**src/rtl/mem_arbiter_pkg.sv**
```systemverilog
// Shared encodings for the unified-memory arbiter between instruction fetch and the MEM stage.
package mem_arbiter_pkg;

    localparam int unsigned CNT_W = 4;

    typedef enum logic [1:0] {
        ST_IDLE   = 2'd0,
        ST_ACCESS = 2'd1,
        ST_DONE   = 2'd2
    } state_t;

    typedef enum logic {
        OWN_IF = 1'b0,
        OWN_D  = 1'b1
    } owner_t;

endpackage

```
**src/rtl/mem_arbiter.sv**
```systemverilog
// Single-port fixed-latency memory arbiter: MEM-stage accesses win, IF is served from DONE
// so it is never starved; returns read data with a one-cycle ready pulse.
module mem_arbiter
    import mem_arbiter_pkg::*;
#(
    parameter int unsigned ADDR_W  = 32,
    parameter int unsigned DATA_W  = 32,
    parameter int unsigned MEM_LAT = 2
) (
    input  logic              clk,
    input  logic              rst,
    input  logic              if_req,
    input  logic [ADDR_W-1:0] if_addr,
    output logic [DATA_W-1:0] if_rdata,
    output logic              if_ready,
    input  logic              d_req,
    input  logic              d_we,
    input  logic [ADDR_W-1:0] d_addr,
    input  logic [DATA_W-1:0] d_wdata,
    output logic [DATA_W-1:0] d_rdata,
    output logic              d_ready,
    output logic              m_ce,
    output logic              m_we,
    output logic [ADDR_W-1:0] m_addr,
    output logic [DATA_W-1:0] m_wdata,
    input  logic [DATA_W-1:0] m_rdata,
    output logic              stall_req_if,
    output logic              stall_req_mem
);

    localparam logic [CNT_W-1:0] CNT_LOAD = CNT_W'(MEM_LAT - 1);

    state_t            state_q, state_d;
    owner_t            owner_q, owner_d;
    logic [CNT_W-1:0]  cnt_q, cnt_d;
    logic [ADDR_W-1:0] addr_q;
    logic [DATA_W-1:0] wdata_q;
    logic              we_q;
    logic              grant_if, grant_d, capture;

    // Next-state: grant selection, latency countdown and capture strobe
    always_comb begin
        state_d  = state_q;
        owner_d  = owner_q;
        cnt_d    = cnt_q;
        grant_if = 1'b0;
        grant_d  = 1'b0;
        capture  = 1'b0;
        case (state_q)
            ST_IDLE: begin
                if (d_req) begin
                    grant_d = 1'b1;
                end else if (if_req) begin
                    grant_if = 1'b1;
                end
            end
            ST_ACCESS: begin
                if (cnt_q == '0) begin
                    capture = 1'b1;
                    state_d = ST_DONE;
                end else begin
                    cnt_d = cnt_q - CNT_W'(1);
                end
            end
            ST_DONE: begin
                // Owner still holds its request while ready is high, so only the other side is eligible
                state_d = ST_IDLE;
                if (owner_q == OWN_D && if_req) begin
                    grant_if = 1'b1;
                end else if (owner_q == OWN_IF && d_req) begin
                    grant_d = 1'b1;
                end
            end
            default: state_d = ST_IDLE;
        endcase
        if (grant_d || grant_if) begin
            state_d = ST_ACCESS;
            cnt_d   = CNT_LOAD;
            owner_d = grant_d ? OWN_D : OWN_IF;
        end
    end

    // State, request latch and read-data registers
    always_ff @(posedge clk) begin
        if (rst) begin
            state_q  <= ST_IDLE;
            owner_q  <= OWN_IF;
            cnt_q    <= '0;
            addr_q   <= '0;
            wdata_q  <= '0;
            we_q     <= 1'b0;
            if_rdata <= '0;
            d_rdata  <= '0;
        end else begin
            state_q <= state_d;
            owner_q <= owner_d;
            cnt_q   <= cnt_d;
            if (grant_d) begin
                addr_q  <= d_addr;
                wdata_q <= d_wdata;
                we_q    <= d_we;
            end else if (grant_if) begin
                addr_q  <= if_addr;
                wdata_q <= '0;
                we_q    <= 1'b0;
            end
            if (capture && owner_q == OWN_IF) begin
                if_rdata <= m_rdata;
            end
            if (capture && owner_q == OWN_D && !we_q) begin
                d_rdata <= m_rdata;
            end
        end
    end

    assign m_ce    = (state_q == ST_ACCESS);
    assign m_we    = m_ce & we_q;
    assign m_addr  = addr_q;
    assign m_wdata = wdata_q;

    assign if_ready = (state_q == ST_DONE) && (owner_q == OWN_IF);
    assign d_ready  = (state_q == ST_DONE) && (owner_q == OWN_D);

    assign stall_req_if  = if_req & ~if_ready;
    assign stall_req_mem = d_req & ~d_ready;

endmodule
```
**config.mk**
```make
export PLATFORM = sky130hd
export DESIGN_NAME = mem_arbiter
export DESIGN_NICKNAME = d
export VERILOG_FILES = /design/src/rtl/mem_arbiter_pkg.sv /design/src/rtl/mem_arbiter.sv
export SDC_FILE = /design/constraint.sdc
export NUM_CORES = 1
export LEC_CHECK = 0
export BUFFER_PORTS_ARGS = -buffer_cell sky130_fd_sc_hd__buf_2
export CORE_MARGIN = 8
export CORE_UTILIZATION = 39
export DETAILED_ROUTE_END_ITERATION = 8
export PLACE_DENSITY = 0.79
export SETUP_SLACK_MARGIN = 0.4
export SYNTH_ARGS = -nofsm -noshare
export SYNTH_HDL_FRONTEND = slang
export SYNTH_SLANG_ARGS = --single-unit
```
**constraint.sdc**
```tcl
create_clock -name clk -period 1.6 [get_ports clk]
set_input_delay 0.16 -clock clk [delete_from_list [all_inputs] [get_ports clk]]
set_output_delay 0.16 -clock clk [all_outputs]
set_load 0.05 [all_outputs]
```
==> run summary <==
Worst EP required - 1.92 ns
CP max FO - 8
Reg clk slew, reported paths - 0.06 ns
Boundary Pins - 267
r2r startpoint - cnt_q[1]
final core utilization - 74.6%
max incr delay on CP - 0.37 ns
area share of the largest cell type after synthesis - 55.9%
GR Util All Layers - 22.0%
first-pass GRT wire length - 28,600 µm
outcome - finished with violations
post-route clock period utilization - 101%
Placed Cells - 916
Post-Syn Nets - 640
core footprint - 12,400 µm²
Internal - 7770 µW
final setup violating endpoints - 2
hold depth - 3
area leader, netlist - dfxtp_1
Max Cap Viol - 0
Setup Skew - 0.00890 ns
GP Congestion - 0.802
Bufs and invs on worst path - 2
fin crit period - 1.62 ns
TritonCTS Buffers - 17
initial DRC count - 294
Root Buffer - clkbuf_16
die area - 16,300 µm²
fmax - 0.616 GHz
height of the die - 128 µm
largest net degree at the start of global routing - 68
Seq/Total Area, Yosys - 55.9%
Row Count - 41
synthesized flop and latch total - 136
H-tree depth - 4
flop-to-flop setup slack - -0.02 ns
hold endpoint - d_rdata[11]
CTS sink cnt - 136
RSZ-0062 raised after global routing - true
R2R depth - 7
CP max-delay cell - and4b_2
PD cells - 1260 nW/µm²
Initial Util - 39.3%
P_leak - 0.00403 µW
Reg power frac - 33.5%
switching share of power - 33.5%
Worst setup EP type - flop
number of global-route vias before repair - 5,469
Fin Hold WS - 0.0148 ns
Total Nets Final - 1,003
Post-Syn Area per Cell - 9.63 µm²
worst slew pin tran - 0.311 ns
remaining global-route overflow - 0
insertion delay to the later sink of the worst-skew pair - 0.41 ns
DP Worst Slack - 0.0740 ns
Hold Path Class - in2reg
combinational group share of total power - 32.3%
Routed Antenna Nets - 0
Syn Std Cell Area - 4870 µm²
Post-Layout Cell Count - 1,054
crit path kind - reg2reg
P_sw - 3920 µW
P&R area growth vs syn - 89.9%
Ant. Diodes - 0
layout cells sized above 1 - 49.4%
first-pass iteration count of the detailed router - 5
Hold Vio Cnt, Final - 0
worst-path cell chain - inv_2 -> ha_4 -> nor3b_4 -> and4b_2 -> buf_8 -> nand2_1 -> a21oi_1
ranking of synthesized cells by area - dfxtp_1 56%, nand2_1 10%, mux2i_1 6.8%
Longest Clk Path Bufs - 2
I/O Buffers - 266
vias per inst - 5.09
CP Data Arrival Time - 1.94 ns
Die Wd - 128 µm
Via Count - 5,370
WL/cell - 18.9 µm
detailed-route wire length - 19,900 µm
hold path start - m_rdata[11]
Reg-to-Reg End - d_rdata[19]
initial antenna violation count - 0
violated checks - negative setup slack
Peak VDD IR - 0.897 mV
Mapped Cells - 506
detailed-route DRC error count - 0
family with the most delay on the worst path - simple AND/OR/NAND/NOR gates
Synth cell types - 32
slew margin rel. - 79.3%
fin worst setup slack - -0.0226 ns
DPL Wire Length - 10,700 µm
type of origin of the critical path - flop
Yosys Warn Count - 0
max-slew violations - 0
Clk network pwr share - 34.1%
CTS tree - built
==> per-layer routing <==
layer | global-route usage (%) | up-vias | share of wire, %
met5 | 0 | - | 0
met4 | 12.0 | 0 | 4.2
met3 | 7.03 | 64 | 7.0
met2 | 37.1 | 249 | 51
met1 | 24.2 | 2553 | 38
li1 | - | 2504 | -
==> synthesized netlist by cell type <==
master       n
mux2i_1     33
buf_2       15
a21o_1       1
a22o_1      33
a21oi_1     65
o21ai_1      1
inv_2        1
and2_1       1
nand3b_1     1
nand2b_1     3
and3b_1      1
o211ai_1     1
nor3b_2      2
dfxtp_1    136
clkbuf_1    20
a21oi_2      1
xnor2_1      1
and3_1       2
and4b_1      1
nand4b_1     2
nor4_1       1
nand2_1    132
o2bb2ai_1   32
buf_4        4
ha_1         1
o31ai_1      1
nor2b_1      3
o21ba_1      1
o211a_1      1
a21boi_1     1
nor2_1       6
inv_1        2
==> power groups by stage <==
stage	sequential [µW]	combinational [µW]	clock (µW)
floorplan	4930	917	0
global placement	3930	2550	0
detailed placement	3940	2570	0
CTS	3870	3350	4030
global route	3960	3950	4220
finish	3920	3780	3990
==> state kept, by name (all words and copies together) (netlist names) <==
signal,flops
cnt_q,4
d_rdata,32
if_rdata,32
m_addr,32
m_wdata,32
owner_q,1
state_q,2
we_q,1
==> placed cells by master, fill, tap and decap left out, types with 12 or more instances in the layout <==
cell type,n
mux2i_1,23
buf_4,37
dlygate4sd3_1,61
dfxtp_1,131
buf_6,12
clkbuf_4,76
buf_2,160
nand2_1,123
a21oi_1,57
a22o_1,33
o2bb2ai_2,28
buf_12,16
clkbuf_16,19
buf_16,14
==> metrics by stage <==
step	power (µW)	setup TNS (ns)	area (µm²)
3_5_place_dp	6520	0	6520
2_1_floorplan	5840	0	5070
5_1_grt	12100	-1.06	9260
3_3_place_gp	6480	0	6520
4_1_cts	11200	0	8530
6_report	11700	-0.0309	9260
==> area by class of cell <==
type	instances	area [µm²]
repair buffers	383	3230
flip-flops and latches	136	2740
well taps	172	215
multi-input cells	328	2460
inverters	3	18.8
clock buffers	19	433
fillers	841	3160
clock inverters	13	169
==> worst max path at each step <==
stage               slack (ns)           end  startpoint  cells past startpoint
finish                   -0.02   d_rdata[19]    cnt_q[1]                      7
global route             -0.20   d_rdata[19]    cnt_q[1]                      7
global placement          0.12   if_rdata[0]    cnt_q[1]                      7
floorplan                 0.13  if_rdata[26]    cnt_q[1]                      7
CTS                       0.07   d_rdata[26]    cnt_q[1]                      7
detailed placement        0.07  if_rdata[21]    cnt_q[1]                      7
==> tightest hold or removal path, stage by stage <==
cell     delay (ns)
buf_2          0.11
nand2_1        0.05
a21oi_1        0.05
==> what timing repair did <==
| action | 4_1_cts | 5_1_grt |
|---|---|---|
| cloned | 15 | 2 |
| resized for setup | 62 | 184 |
| setup buffers | 24 | 4 |
| hold endpoints to repair | 73 | 0 |
| pin swaps | 49 | 12 |
| endpoints found under the setup margin | 150 | 221 |
| hold buffers | 61 | 0 |
==> kinds of logic (layout without fill, tap and decap cells) <==
group | Yosys count | in the layout | synth area share, %
simple gates | 155 | 155 | 13.3
compound gates | 138 | 138 | 19.7
flops | 136 | 136 | 55.9
buf+inv | 42 | 418 | 3.93
mux | 33 | 33 | 6.78
fa+ha+maj | 1 | 1 | 0.257
xor+xnor | 1 | 1 | 0.180
Note: power is estimated with default switching activity, not from simulation.
